`src/rtl/iq_amp_pkg.sv`:
```
// Shared constants for the IQ amplitude source.
// Default widths and the alpha-max-beta-min shift amounts.
package iq_amp_pkg;

    localparam int DEF_IN_W  = 16;
    localparam int DEF_OUT_W = 32;
    localparam int DEF_DEC_W = 16;
    localparam int DEF_MAG_W = DEF_IN_W + 1;

    // alpha = 1 - 2^-4, beta = 2^-1 - 2^-5
    localparam int ALPHA_SH = 4;
    localparam int BETA_SH1 = 1;
    localparam int BETA_SH2 = 5;

endpackage

```
`src/rtl/iq_mag_est.sv`:
```
// Three-stage magnitude estimator: abs, sort, alpha-max-beta-min.
// Ports: clk, rst (async, active-low), i_data/q_data/iq_valid in,
//        mag/mag_valid out, 3 cycles after the input sample.
module iq_mag_est
    import iq_amp_pkg::*;
#(
    parameter int IN_W  = DEF_IN_W,
    parameter int MAG_W = IN_W + 1
) (
    input  logic                   clk,
    input  logic                   rst,
    input  logic signed [IN_W-1:0] i_data,
    input  logic signed [IN_W-1:0] q_data,
    input  logic                   iq_valid,
    output logic [MAG_W-1:0]       mag,
    output logic                   mag_valid
);

    // The most negative code has no positive twin; clamp it.
    function automatic logic [IN_W-1:0] sat_abs(
        input logic signed [IN_W-1:0] x
    );
        logic [IN_W-1:0] r;
        if (x == {1'b1, {(IN_W-1){1'b0}}})
            r = {1'b0, {(IN_W-1){1'b1}}};
        else if (x[IN_W-1])
            r = -x;
        else
            r = x;
        return r;
    endfunction

    logic            v1_q, v2_q, v3_q;
    logic [IN_W-1:0] ai_q, aq_q, ai_d, aq_d;
    logic [IN_W-1:0] mx_q, mn_q, mx_d, mn_d;
    logic [MAG_W-1:0] mag_q, mag_d;

    always_comb begin
        ai_d = sat_abs(i_data);
        aq_d = sat_abs(q_data);
        mx_d = (ai_q >= aq_q) ? ai_q : aq_q;
        mn_d = (ai_q >= aq_q) ? aq_q : ai_q;
        mag_d = MAG_W'(mx_q)
              - MAG_W'(mx_q >> ALPHA_SH)
              + MAG_W'(mn_q >> BETA_SH1)
              - MAG_W'(mn_q >> BETA_SH2);
    end

    always_ff @(posedge clk or negedge rst) begin
        if (!rst) begin
            v1_q  <= 1'b0;
            v2_q  <= 1'b0;
            v3_q  <= 1'b0;
            ai_q  <= '0;
            aq_q  <= '0;
            mx_q  <= '0;
            mn_q  <= '0;
            mag_q <= '0;
        end else begin
            v1_q  <= iq_valid;
            v2_q  <= v1_q;
            v3_q  <= v2_q;
            ai_q  <= ai_d;
            aq_q  <= aq_d;
            mx_q  <= mx_d;
            mn_q  <= mn_d;
            mag_q <= mag_d;
        end
    end

    assign mag       = mag_q;
    assign mag_valid = v3_q;

endmodule

```
`src/rtl/iq_amplitude_source.sv`:
```
// IQ amplitude source: magnitude estimate decimated per window.
// Ports: clk, rst (async, active-low), i_data, q_data, iq_valid, decim in;
//        amplitude, load_val (1-cycle strobe), win_cnt out.
// Build option IQ_PEAK_HOLD_EN: report the window peak, not the last mag.
module iq_amplitude_source
    import iq_amp_pkg::*;
#(
    parameter int IN_W  = DEF_IN_W,
    parameter int OUT_W = DEF_OUT_W,
    parameter int DEC_W = DEF_DEC_W
) (
    input  logic                   clk,
    input  logic                   rst,
    input  logic signed [IN_W-1:0] i_data,
    input  logic signed [IN_W-1:0] q_data,
    input  logic                   iq_valid,
    input  logic [DEC_W-1:0]       decim,
    output logic [OUT_W-1:0]       amplitude,
    output logic                   load_val,
    output logic [DEC_W-1:0]       win_cnt
);

    localparam int MAG_W = IN_W + 1;

    logic [MAG_W-1:0] mag;
    logic             mag_valid;

    iq_mag_est #(
        .IN_W  (IN_W),
        .MAG_W (MAG_W)
    ) u_mag (
        .clk       (clk),
        .rst       (rst),
        .i_data    (i_data),
        .q_data    (q_data),
        .iq_valid  (iq_valid),
        .mag       (mag),
        .mag_valid (mag_valid)
    );

    logic [DEC_W-1:0] win_cnt_q, win_cnt_d;
    logic [DEC_W-1:0] dec_q, dec_d;
    logic [OUT_W-1:0] amp_q, amp_d;
    logic             load_q, load_d;
    logic [DEC_W-1:0] dec_in, dec_eff;
    logic             first, last;
    logic [MAG_W-1:0] win_mag;
`ifdef IQ_PEAK_HOLD_EN
    logic [MAG_W-1:0] peak_q, peak_d;
`endif

    always_comb begin
        dec_in    = (decim == '0) ? DEC_W'(1) : decim;
        first     = (win_cnt_q == '0);
        // The first mag of a window sees the live decim, later ones dec_q.
        dec_eff   = first ? dec_in : dec_q;
        last      = (win_cnt_q == dec_eff - DEC_W'(1));
        win_cnt_d = win_cnt_q;
        dec_d     = dec_q;
        amp_d     = amp_q;
        load_d    = 1'b0;
`ifdef IQ_PEAK_HOLD_EN
        win_mag   = (first || mag > peak_q) ? mag : peak_q;
        peak_d    = peak_q;
`else
        win_mag   = mag;
`endif
        if (mag_valid) begin
            if (first)
                dec_d = dec_in;
            win_cnt_d = last ? '0 : win_cnt_q + DEC_W'(1);
`ifdef IQ_PEAK_HOLD_EN
            peak_d = win_mag;
`endif
            if (last) begin
                amp_d  = OUT_W'(win_mag);
                load_d = 1'b1;
            end
        end
    end

    always_ff @(posedge clk or negedge rst) begin
        if (!rst) begin
            win_cnt_q <= '0;
            dec_q     <= '0;
            amp_q     <= '0;
            load_q    <= 1'b0;
        end else begin
            win_cnt_q <= win_cnt_d;
            dec_q     <= dec_d;
            amp_q     <= amp_d;
            load_q    <= load_d;
        end
    end

`ifdef IQ_PEAK_HOLD_EN
    always_ff @(posedge clk or negedge rst) begin
        if (!rst)
            peak_q <= '0;
        else
            peak_q <= peak_d;
    end
`endif

    assign amplitude = amp_q;
    assign load_val  = load_q;
    assign win_cnt   = win_cnt_q;

endmodule

```
`config.mk`:
```
export PLATFORM = sky130hd
export DESIGN_NAME = iq_amplitude_source
export DESIGN_NICKNAME = d
export VERILOG_FILES = /design/src/rtl/iq_amp_pkg.sv /design/src/rtl/iq_mag_est.sv /design/src/rtl/iq_amplitude_source.sv
export SDC_FILE = /design/constraint.sdc
export NUM_CORES = 1
export LEC_CHECK = 0
export CAP_MARGIN = 20
export CELL_PAD_IN_SITES_DETAIL_PLACEMENT = 0
export CELL_PAD_IN_SITES_GLOBAL_PLACEMENT = 1
export CORE_UTILIZATION = 48
export CTS_CLUSTER_DIAMETER = 100
export DETAILED_ROUTE_END_ITERATION = 10
export MAX_ROUTING_LAYER = met4
export PLACE_DENSITY = 0.85
export REMOVE_ABC_BUFFERS = 1
export SYNTH_ARGS = -nofsm -noshare
export SYNTH_HDL_FRONTEND = slang
export SYNTH_SLANG_ARGS = --single-unit
```
`constraint.sdc`:
```
create_clock -name clk -period 13.8 [get_ports clk]
set_input_delay 2.76 -clock clk [delete_from_list [all_inputs] [get_ports clk]]
set_output_delay 2.76 -clock clk [all_outputs]
set_load 0.05 [all_outputs]
```
=== Word level (Yosys, flattened, before mapping) ===
Cells that the tools add are included.

* Add/subtract/negate cells: 7
* Magnitude comparators: 1
* Equality and inequality tests: 3
* Reduce and logical (&&, ||, !) cells: 3
* Multiplexer cells: 11

{| class="wikitable"
|+ Operator list
! kind !! count
|-
| 16-bit two-way mux || 9
|-
| 16-bit equality test, second input constant || 2
|-
| 16-bit zero test || 2
|-
| 16-bit negator || 2
|-
| 17-bit by 15-bit adder with 17-bit output || 1
|-
| 16-bit by 12-bit subtractor with 17-bit output || 1
|-
| 17-bit by 11-bit subtractor with 17-bit output || 1
|-
| 16-bit by 1-bit adder with 16-bit output, second input constant || 1
|-
| 16-bit equality test || 1
|-
| 16-bit >= comparator || 1
|-
| 16-bit by 1-bit subtractor with 16-bit output, second input constant || 1
|-
| 1-bit two-way mux || 2
|-
| 2-bit AND reduction || 1
|}

* Register bits after elaboration: 134
* Logic and storage cells: 37

=== Longest topological paths before layout ===
* Depth after elaboration: 7
* Mapped depth: 18
* Gate-level depth less buffers: 16

=== By module ===
Synthesis repeated with hierarchy kept, for this count alone.

* Cell total of the unflattened synthesis: 833
* Area, all modules: 8426.8 sq um

{| class="wikitable"
|+ By module, submodules not included
! module !! times used !! cells an instance !! sequential area each (sq um) !! area each (sq um)
|-
| iq_mag_est || 1 || 501 || 2077.0 || 5134.9
|-
| iq_amplitude_source || 1 || 332 || 1251.2 || 3291.9
|}

=== Worst setup path after synthesis ===
OpenSTA, ideal clock, no wires.

* Path type: input to register
* From: input decim[14]
* To: register amp_q[10] (netlist: amplitude[10])
* Path buffers: 2
* Data required time: 13675 ps
* Setup time: 125 ps
* Cell stages on the path: 15
* Setup slack: 7215 ps
* Data arrival time: 6460 ps
* Path through: or4_4 or4_4 buf_6 o211a_1 a21o_1 ha_1 nor2b_1 xnor2_1 or3_1 a21oi_1 o2111ai_1 nor4_4 nand4_2 buf_6 mux2_4

* Cells in the longest elaborated chain, start to end: 6

{| class="wikitable"
|+ RTL lines
! element !! line !! text
|-
| start: declaration || iq_amplitude_source.sv:17 || <nowiki>input logic [DEC_W-1:0] decim,</nowiki>
|-
| 16-bit zero test || iq_amplitude_source.sv:53 || <nowiki>dec_in = (decim == '0) ? DEC_W'(1) : decim;</nowiki>
|-
| 16-bit two-way mux * || iq_amplitude_source.sv:53 ||
|-
| 16-bit two-way mux * || -- ||
|-
| 16-bit by 1-bit subtractor with 16-bit output * || iq_amplitude_source.sv:57 || <nowiki>last = (win_cnt_q == dec_eff - DEC_W'(1));</nowiki>
|-
| 16-bit equality test * || iq_amplitude_source.sv:57 ||
|-
| 2-bit AND reduction (no line) * || -- ||
|-
| end signal: assignment || iq_amplitude_source.sv:91 || <nowiki>amp_q <= amp_d;</nowiki>
|-
| end: declaration || iq_amplitude_source.sv:43 || <nowiki>logic [OUT_W-1:0] amp_q, amp_d;</nowiki>
|}

Every way passes the cells marked *; elsewhere a longest branch is shown, timed or not.
A chain may end at the register's enable or synchronous reset.

=== Final worst setup path ===
* From: input decim[13]
* To: register amp_q[4] (netlist: amplitude[4])

The elaborated chain is that of the path after synthesis.

==> results.sh <==
export IMPL_status="completed"
export IMPL_async_flop_share_pct=100
export IMPL_crit_family="simple AND/OR/NAND/NOR gates"
export IMPL_layout_common_cells="dfrtp_1, clkdlybuf4s50_1, inv_1"
export IMPL_ios=100
export IMPL_cts_sinks=133
export IMPL_skew_ns=0.00988
export IMPL_wirelength_um=20800
export IMPL_die_h_um=140
export IMPL_root_buffer="clkbuf_16"
export IMPL_post_place_cells=1223
export IMPL_synth_enable_flop_cells=0
export IMPL_cp_data_required_time_ns=14.09
export IMPL_maxCapViolCount=0
export IMPL_yosys_most_used_dff="dfrtp_1"
export IMPL_diodes=0
export IMPL_stdcell_count=1257
export IMPL_setup_worst_path_start_class="input port"
export IMPL_synth_top_area_share_pct=36.5
export IMPL_grt_total_usage_pct=23.1
export IMPL_tightestPinTransition_ns=1.16
export IMPL_r2r_end="amplitude[4]"
export IMPL_fillers=1633
export IMPL_design_area_um2=10800
export IMPL_grt_overflow_total=0
export IMPL_grt_max_degree=88
export IMPL_min_path_cells=0
export IMPL_fin_crit_sh_pct=55.1
export IMPL_placed_area_um2=10100
export IMPL_min_to="u_mag.v2_q"
export IMPL_p_per_area_nw_per_um2=193
export IMPL_p_total_uw=2080
export IMPL_nets=1129
export IMPL_min_period_ns=7.60
export IMPL_postCtsSetupBuffers=0
export IMPL_path_common_cell="or4_4"
export IMPL_multi_input_area_um2=5280
export IMPL_postSynthAreaPerCell_um2=9.61
export IMPL_ff_latch_area_um2=3330
export IMPL_ys_seq_area_share_pct=36.5
export IMPL_post_drt_wl_per_cell_um=16.6
export IMPL_core_um2=18600
export IMPL_clk_latency_ns=0.42
export IMPL_setup_viol_count_final=0
export IMPL_antenna_found_initial=0
export IMPL_slew_viol_final=0
export IMPL_ys_seq_elements=133
export IMPL_dp_hpwl_um=15100
export IMPL_cts_path_max_buffers=2
export IMPL_rr_startpoint="win_cnt[0]"
export IMPL_ctsHtreeMaxLevel=4
export IMPL_syn_to_final_growth_pct=18.1
export IMPL_start_util_pct=48.9
export IMPL_cts_resized=0
export IMPL_numCtsBuffers=17
export IMPL_drcViolationCount=0
export IMPL_cp_arrival_ns=7.89
export IMPL_gp_congestion=0.916
export IMPL_die_w_um=140
export IMPL_slowest_stage="nand4_2"
export IMPL_hold_start="u_mag.v1_q"
export IMPL_min_path_type="flop to flop"
export IMPL_netlist_area_um2=9120
export IMPL_hold_violations=0
export IMPL_synthCells=949
export IMPL_yosysUniqueCellTypes=72
export IMPL_fmax_ghz=0.132
export IMPL_slew_limit_headroom_pct=21.7
export IMPL_tritoncts="done"
export IMPL_rsz0062_at_grt="no"
export IMPL_r2r_cells=15
export IMPL_postRouteAntennaNets=0
export IMPL_cp_max_fo=22
export IMPL_yosysWarnings=0
export IMPL_cp_cell_sequence="clkdlybuf4s50_1 > or4_4 > or4_4 > o211a_1 > a21o_1 > ha_1 > nor2b_1 > xnor2_1 > or3_1 > a21oi_1 > o2111ai_1 > nor4_4 > nand4_2 > mux2_4"
export IMPL_drt_iter0_drc=886
export IMPL_irDropWorstVdd_v=0.000119
export IMPL_dr_pass1_iters=7
export IMPL_grt_first_pass_wirelength_um=35200
export IMPL_dieArea_um2=19600
export IMPL_power_leakage_uw=0.00470
export IMPL_clkTransAtPathRegs_ns=0.06
export IMPL_critPathMaxStageDelay_ns=0.74
export IMPL_synth_largest_area_cell="dfrtp_1"
export IMPL_cp_end_kind="flop"
export IMPL_path_class="input port to flop"
export IMPL_rrSetupSlack_ns=8.08
export IMPL_ctsHoldBuffers=0
export IMPL_ys_top_cells_by_area="dfrtp_1, ha_1, fa_1"
export IMPL_path_buf_inv=1
export IMPL_rows=50
export IMPL_setup_total_negative_slack_ns=0
export IMPL_dr_total_vias=7187
export IMPL_io_buffers=84
export IMPL_grt_pass1_vias=6835
export IMPL_layout_commonest_cell="dfrtp_1"
export IMPL_layout_drive_gt1_share_pct=9.38
export IMPL_via_per_inst=5.72
==> stage by stage <==
| stage | utilization [%] | setup WS (ns) | hold WS (ns) |
|---|---|---|---|
| 2_1_floorplan | - | 6.89 | 0.331 |
| 3_3_place_gp | 53.8 | 5.89 | 0.334 |
| 3_5_place_dp | 54.0 | 5.80 | 0.349 |
| 4_1_cts | 57.4 | 6.22 | 0.363 |
| 5_1_grt | 57.8 | 5.91 | 0.372 |
| 6_report | 57.8 | 6.20 | 0.357 |
==> cell type report <==
class / count / area share, %
clock inverter: 12 / 1.65
sequential: 133 / 30.9
timing repair buffer: 93 / 9.25
tap: 234 / 2.72
inverter: 69 / 2.40
clock buffer: 19 / 4.11
multi-input combinational: 697 / 49.0
==> where the power goes <==
group	total (uW)	leakage [uW]	internal, uW	switching (uW)
registers	557	0.00157	480	77.4
clock network	474	0.000303	306	168
logic	1050	0.00283	476	576
total	2080	0.00470	1260	821
==> registers in the layout (all words and copies together) (netlist names) <==
register         cells
amplitude           17
u_mag.mag           17
dec_q               16
u_mag.ai_q          16
u_mag.aq_q          16
u_mag.mx_q          16
win_cnt             16
u_mag.mn_q          15
load_val             1
u_mag.mag_valid      1
u_mag.v1_q           1
u_mag.v2_q           1
==> worst max-delay path by stage <==
stage / startpoint / endpoint / slack [ns] / cells past startpoint
floorplan: decim[14] / amplitude[10] / 6.89 / 13
global placement: decim[13] / amplitude[15] / 5.89 / 14
detailed placement: decim[13] / amplitude[4] / 5.80 / 14
CTS: decim[13] / amplitude[4] / 6.22 / 14
global route: decim[9] / amplitude[4] / 5.91 / 14
finish: decim[13] / amplitude[4] / 6.20 / 14
==> logic make-up (layout without fill, tap and decap cells) <==
logic type	Yosys count	count (layout)	synth area share, %
and+or+nand+nor	314	314	19.2
AOI/OAI and AO/OA	191	191	14.5
other	1	15	0.0411
adders and majority gates	67	67	11.2
muxes	45	45	6.08
buffers and inverters	133	193	6.38
xor gates and xnor gates	65	65	6.24
DFF	133	133	36.5
==> metal layers <==
| metal | routed length [um] | global-route usage, % |
|---|---|---|
| met1 | 10400 | 34.1 |
| met2 | 9140 | 33.1 |
| met3 | 1140 | 3.65 |
| met4 | 171 | 5.49 |
| met5 | 0 | - |
==> cells in the mapped netlist (all sizes together), types with 12 or more instances <==
cell    instances
a21oi          36
a22oi          31
and3           12
buf            26
clkbuf         38
dfrtp         133
fa             24
ha             43
inv            69
mux2           35
nand2          63
nand3          51
nand4          42
nor2           37
nor3           19
nor4           16
o211ai         39
o21ai          25
or3            13
xnor2          28
xor2           37
No activity file was read; power rests on OpenSTA's default activity.
